--- src/rtl/multi_ch_read_requester.sv ---
// multi_ch_read_requester
//   N-channel hysteresis read requester. Each channel raises a pending flag
//   on a rising prog-full edge. When the optional starvation timeout is built,
//   a channel that has held data for too long also raises the flag. One
//   channel at a time is granted round-robin to the shared downstream reader.
//   The grant is released on a rising prog-empty edge of the granted channel,
//   or on true-empty when the grant was raised by a timeout.
//
//   Build option: define STARVATION_TIMEOUT_EN to build the per-channel
//   starvation counters. Without it, FIFO_EMPTY is ignored and
//   REQUEST_BY_TIMEOUT is always 0.
//
// Ports
//   CLK, RESETN          clock, synchronous active-low reset
//   PROGRAMMABLE_FULL    [NUM_CH]  per-channel prog-full flag
//   PROGRAMMABLE_EMPTY   [NUM_CH]  per-channel prog-empty flag
//   FIFO_EMPTY           [NUM_CH]  per-channel true-empty flag (timeout only)
//   READ_REQUEST         [NUM_CH]  one-hot grant or all-zero
//   READ_CH              [CH_W]    granted channel index, valid while READ_BUSY
//   READ_BUSY                      OR of READ_REQUEST
//   REQUEST_BY_TIMEOUT             current grant was raised by timeout

// Per-channel edge detect, pending flag and optional starvation counter.
module multi_ch_read_requester_ch #(
    parameter int TIMEOUT_CYCLES = 1024
) (
    input  logic CLK,
    input  logic RESETN,
    input  logic prog_full,
    input  logic prog_empty,
    input  logic fifo_empty,
    input  logic release_grant,
    output logic empty_pe,
    output logic pending,
    output logic reason
);
    localparam int TO_W = $clog2(TIMEOUT_CYCLES);

    logic full_dly, empty_dly, full_pe, to_expire;

    assign full_pe  = prog_full  & ~full_dly;
    assign empty_pe = prog_empty & ~empty_dly;

`ifdef STARVATION_TIMEOUT_EN
    logic [TO_W-1:0] cnt;
    logic            cnt_run;

    // Counts only while data sits unserved; any pending state parks it at 0.
    assign cnt_run   = ~fifo_empty & ~pending;
    assign to_expire = cnt_run & (cnt == TO_W'(TIMEOUT_CYCLES - 1));

    always_ff @(posedge CLK) begin
        if (!RESETN)        cnt <= '0;
        else if (!cnt_run)  cnt <= '0;
        else if (to_expire) cnt <= '0;
        else                cnt <= cnt + TO_W'(1);
    end
`else
    logic unused_fifo_empty;
    assign unused_fifo_empty = fifo_empty;
    assign to_expire         = 1'b0;
`endif

    // A set on the same edge as release wins, so a refill coinciding with
    // the end of a grant is not lost. Reason 0 = prog-full, 1 = timeout.
    always_ff @(posedge CLK) begin
        if (!RESETN) begin
            full_dly  <= 1'b0;
            empty_dly <= 1'b1;
            pending   <= 1'b0;
            reason    <= 1'b0;
        end else begin
            full_dly  <= prog_full;
            empty_dly <= prog_empty;
            if (full_pe) begin
                pending <= 1'b1;
                reason  <= 1'b0;
            end else if (to_expire) begin
                pending <= 1'b1;
                reason  <= 1'b1;
            end else if (release_grant) begin
                pending <= 1'b0;
                reason  <= 1'b0;
            end
        end
    end
endmodule

module multi_ch_read_requester #(
    parameter  int NUM_CH         = 4,
    parameter  int TIMEOUT_CYCLES = 1024,
    localparam int CH_W           = $clog2(NUM_CH)
) (
    input  logic              CLK,
    input  logic              RESETN,
    input  logic [NUM_CH-1:0] PROGRAMMABLE_FULL,
    input  logic [NUM_CH-1:0] PROGRAMMABLE_EMPTY,
    input  logic [NUM_CH-1:0] FIFO_EMPTY,
    output logic [NUM_CH-1:0] READ_REQUEST,
    output logic [CH_W-1:0]   READ_CH,
    output logic              READ_BUSY,
    output logic              REQUEST_BY_TIMEOUT
);
    typedef enum logic {IDLE, GRANT} state_t;

    state_t            state, state_nxt;
    logic [NUM_CH-1:0] empty_pe, pending, reason, release_vec, req_nxt;
    logic [CH_W-1:0]   last_grant, last_nxt, ch_nxt, pick;
    logic [CH_W:0]     sum;
    logic              found, rel, rbt_q, rbt_nxt;

    genvar gi;
    generate
        for (gi = 0; gi < NUM_CH; gi++) begin : g_ch
            multi_ch_read_requester_ch #(.TIMEOUT_CYCLES(TIMEOUT_CYCLES)) u_ch (
                .CLK           (CLK),
                .RESETN        (RESETN),
                .prog_full     (PROGRAMMABLE_FULL[gi]),
                .prog_empty    (PROGRAMMABLE_EMPTY[gi]),
                .fifo_empty    (FIFO_EMPTY[gi]),
                .release_grant (release_vec[gi]),
                .empty_pe      (empty_pe[gi]),
                .pending       (pending[gi]),
                .reason        (reason[gi])
            );
        end
    endgenerate

    // Release condition for the currently granted channel.
`ifdef STARVATION_TIMEOUT_EN
    assign rel = empty_pe[READ_CH] | (reason[READ_CH] & FIFO_EMPTY[READ_CH]);
`else
    logic unused_reason;
    assign unused_reason = ^reason;
    assign rel           = empty_pe[READ_CH];
`endif

    // READ_REQUEST is the one-hot of the granted channel, so it doubles as
    // the per-channel release strobe.
    assign release_vec        = (state == GRANT && rel) ? READ_REQUEST : '0;
    assign READ_BUSY          = |READ_REQUEST;
    assign REQUEST_BY_TIMEOUT = rbt_q;

    // Round-robin search starting just after the last granted channel; the
    // last granted channel is therefore examined last.
    always_comb begin
        found = 1'b0;
        pick  = '0;
        sum   = '0;
        for (int k = 1; k <= NUM_CH; k++) begin
            sum = {1'b0, last_grant} + (CH_W + 1)'(k);
            if (sum >= (CH_W + 1)'(NUM_CH)) sum = sum - (CH_W + 1)'(NUM_CH);
            if (!found && pending[sum[CH_W-1:0]]) begin
                found = 1'b1;
                pick  = sum[CH_W-1:0];
            end
        end
    end

    always_comb begin
        state_nxt = state;
        req_nxt   = READ_REQUEST;
        ch_nxt    = READ_CH;
        rbt_nxt   = rbt_q;
        last_nxt  = last_grant;
        case (state)
            IDLE: begin
                if (found) begin
                    state_nxt = GRANT;
                    req_nxt   = {{(NUM_CH-1){1'b0}}, 1'b1} << pick;
                    ch_nxt    = pick;
                    last_nxt  = pick;
`ifdef STARVATION_TIMEOUT_EN
                    rbt_nxt   = reason[pick];
`else
                    rbt_nxt   = 1'b0;
`endif
                end
            end
            GRANT: begin
                if (rel) begin
                    state_nxt = IDLE;
                    req_nxt   = '0;
                    ch_nxt    = '0;
                    rbt_nxt   = 1'b0;
                end
            end
            default: state_nxt = IDLE;
        endcase
    end

    always_ff @(posedge CLK) begin
        if (!RESETN) begin
            state        <= IDLE;
            READ_REQUEST <= '0;
            READ_CH      <= '0;
            rbt_q        <= 1'b0;
            last_grant   <= CH_W'(NUM_CH - 1);
        end else begin
            state        <= state_nxt;
            READ_REQUEST <= req_nxt;
            READ_CH      <= ch_nxt;
            rbt_q        <= rbt_nxt;
            last_grant   <= last_nxt;
        end
    end
endmodule

--- config.mk ---
export PLATFORM = sky130hd
export DESIGN_NAME = multi_ch_read_requester
export DESIGN_NICKNAME = d
export VERILOG_FILES = /design/src/rtl/multi_ch_read_requester.sv
export SDC_FILE = /design/constraint.sdc
export NUM_CORES = 1
export LEC_CHECK = 0
export BUFFER_PORTS_ARGS = -buffer_cell sky130_fd_sc_hd__buf_4
export CORE_MARGIN = 1
export CORE_UTILIZATION = 37
export CTS_CLUSTER_SIZE = 12
export DETAILED_ROUTE_END_ITERATION = 8
export PLACE_DENSITY = 0.67
export SLEW_MARGIN = 20
export SYNTH_ARGS = -nofsm -noshare
export SYNTH_HDL_FRONTEND = slang
export SYNTH_SLANG_ARGS = --single-unit
export TNS_END_PERCENT = 30
--- constraint.sdc ---
create_clock -name CLK -period 1.15 [get_ports CLK]
set_clock_uncertainty 0.05 [all_clocks]
set_input_delay 0.1725 -clock CLK [delete_from_list [all_inputs] [get_ports CLK]]
set_output_delay 0.1725 -clock CLK [all_outputs]
set_load 0.03 [all_outputs]
==> run metrics <==
status finished, violations left; failing checks negative setup slack; total power 0.00187 W; CTS tree yes; initial antenna violation count 0; ys async rst share 0; Pwr per Cell Area 1390 nW/um^2; FP Rows 17; number of global-route vias before repair 761; FMAX 649 MHz; Die Y-Extent 51.0 microns; count of state elements after synthesis 21; Routed Antenna Nets 0; share of cells above drive strength 1 0.496; main flop type after synthesis dfxtp_1; Distinct cells, synth 34; die area 2600 sq um; core area 2230 sq um; grt ovf 0; H-tree Lvls 1; insertion delay to the later sink of the worst-skew pair 300 ps; largest net degree at the start of global routing 16; root buf cell clkbuf_4; Worst Setup Start Kind register; MaxCap Viol Count 0; first-pass GRT wire length 3.64 mm; diode count 0; dpl ws -697 ps; final setup violation count 14; Min Clock Period, post-route 1540 ps; critical-path cell list or4_4 > buf_6; post-synthesis average cell area 9.34 sq um; dpl hpwl 1.39 mm; Crit Path Max Fanout 2; Starting Density 0.397; RSZ-0062 raised after global routing yes; Hold Path Class primary input to register; register area share after synthesis 0.474; routed wire length 2.30 mm; CP required 930 ps; static leakage 0.545 nW; DR WL/cell 14.8 microns; port buffer count 16; Ports 22; maximum VDD drop 862 uV; Final #Nets 142; DR pass1 iterations 4; Yosys warnings 0; Worst setup EP type primary output; Worst-path clk slew 110 ps; Max Slew Vio Count 0; Setup CP Type register to primary output; DR vias 833; RePlAce Congestion 0.756; max incr delay on CP 520 ps; initial drt markers 24; CTS sink cnt 21; Worst Path Arrival 1320 ps; worst reg2reg path depth 5; Max Buffers Root-to-Sink 2; Post-synth EDFFs 0; synthesized cell area 887 sq um; Vias/cell 5.37; Crit-path slowest cell or4_4; Min-Delay Path Depth 2; DRC 0; TritonCTS Buffers 3; Synthesized Nets 109; final period utilization 1.34; total global-route track usage 0.192; P&R area growth vs syn 51.1%; final setup margin -390 ps; Mapped Cells 95; Fin. Hold Viols 0; Die W 51.0 microns
## power breakdown
part | switching, W | internal (W) | total (W)
combinational | 0.000307 | 0.000319 | 0.000626
sequential | 0.0000867 | 0.000804 | 0.000891
clock | 0.000215 | 0.000135 | 0.000351
## stage by stage
| step | util | cells | hold slack, ps | cell area, sq um | setup TNS [ps] |
|---|---|---|---|---|---|
| after floorplan | - | 95 | 196 | 901 | -721 |
| after global placement | 0.496 | 146 | 316 | 1110 | -7370 |
| after detailed placement | 0.496 | 146 | 323 | 1110 | -7600 |
| after CTS | 0.565 | 153 | 8.94 | 1260 | -2270 |
| after global routing | 0.600 | 155 | 15.5 | 1340 | -3160 |
| final | 0.600 | 155 | 18.1 | 1340 | -2430 |
## final timing paths
| check | start | endpoint | slack, ps |
|---|---|---|---|
| setup / recovery | READ_REQUEST[3] | READ_BUSY | -390 |
| hold / removal | PROGRAMMABLE_FULL[2] | g_ch[2].u_ch.full_dly | 20 |
| setup reg to reg | READ_CH[0] | READ_REQUEST[1] | -250 |
| hold reg to reg | READ_CH[1] | READ_CH[1] | 490 |
## layer usage
layer,up-vias,GRT usage,share of wire
met5,-,0,0
met4,0,0.102,0.017
met3,4,0.0327,0.030
met2,20,0.307,0.49
met1,407,0.243,0.46
li1,402,-,-
## worst max-delay path, delay by kind of cell, from the launching register on
family	cells	cell delay (ps)
AND/OR/NAND/NOR	1	520
flip-flops	1	340
buffers and inverters	1	150
## logic make-up after synthesis
group,synth area share
AND/OR/NAND/NOR,0.262
flip-flops,0.474
other,0.00423
AO/OA/AOI/OAI,0.203
buffers and inverters,0.0564
## area by class of cell
class | instances | area, sq um
flip-flops and latches | 21 | 443
repair buffers | 32 | 280
well taps | 28 | 35.0
inverters | 4 | 15.0
clock buffers | 4 | 26.3
multi-input cells | 66 | 541
fillers | 188 | 893
## synth_stat cells, types with 4 or more instances
library cell	count	area share
dfxtp_1	21	0.47
nor2b_1	9	0.063
nand2b_1	7	0.049
nand3_1	7	0.039
a21oi_1	5	0.028
and2_1	4	0.028
inv_1	4	0.017
nor2_1	4	0.017
o21ai_0	4	0.023
## cell usage in the layout (no fill, tap or decap), types with 3 or more instances in the layout
cell,n
a21oi_1,4
and2_1,4
buf_4,21
buf_6,10
clkbuf_4,3
dfxtp_1,9
dfxtp_2,9
dfxtp_4,3
inv_1,4
nand2b_1,6
nand3_1,6
nor2b_1,8
o21ai_0,4
## registers in the layout (all words and copies together), names as in the netlist
register,count
READ_CH,2
READ_REQUEST,4
g_ch.u_ch.empty_dly,4
g_ch.u_ch.full_dly,4
g_ch.u_ch.pending,4
last_grant,2
state,1
## repair_timing
action	CTS	global route
pin swaps	12	11
setup buffers	1	2
resized for setup	25	14
cloned	1	0
endpoints found under the setup margin	18	18
endpoints found under the hold margin	1	0
hold buffers	1	0
Power figures use the tool's default switching activity.
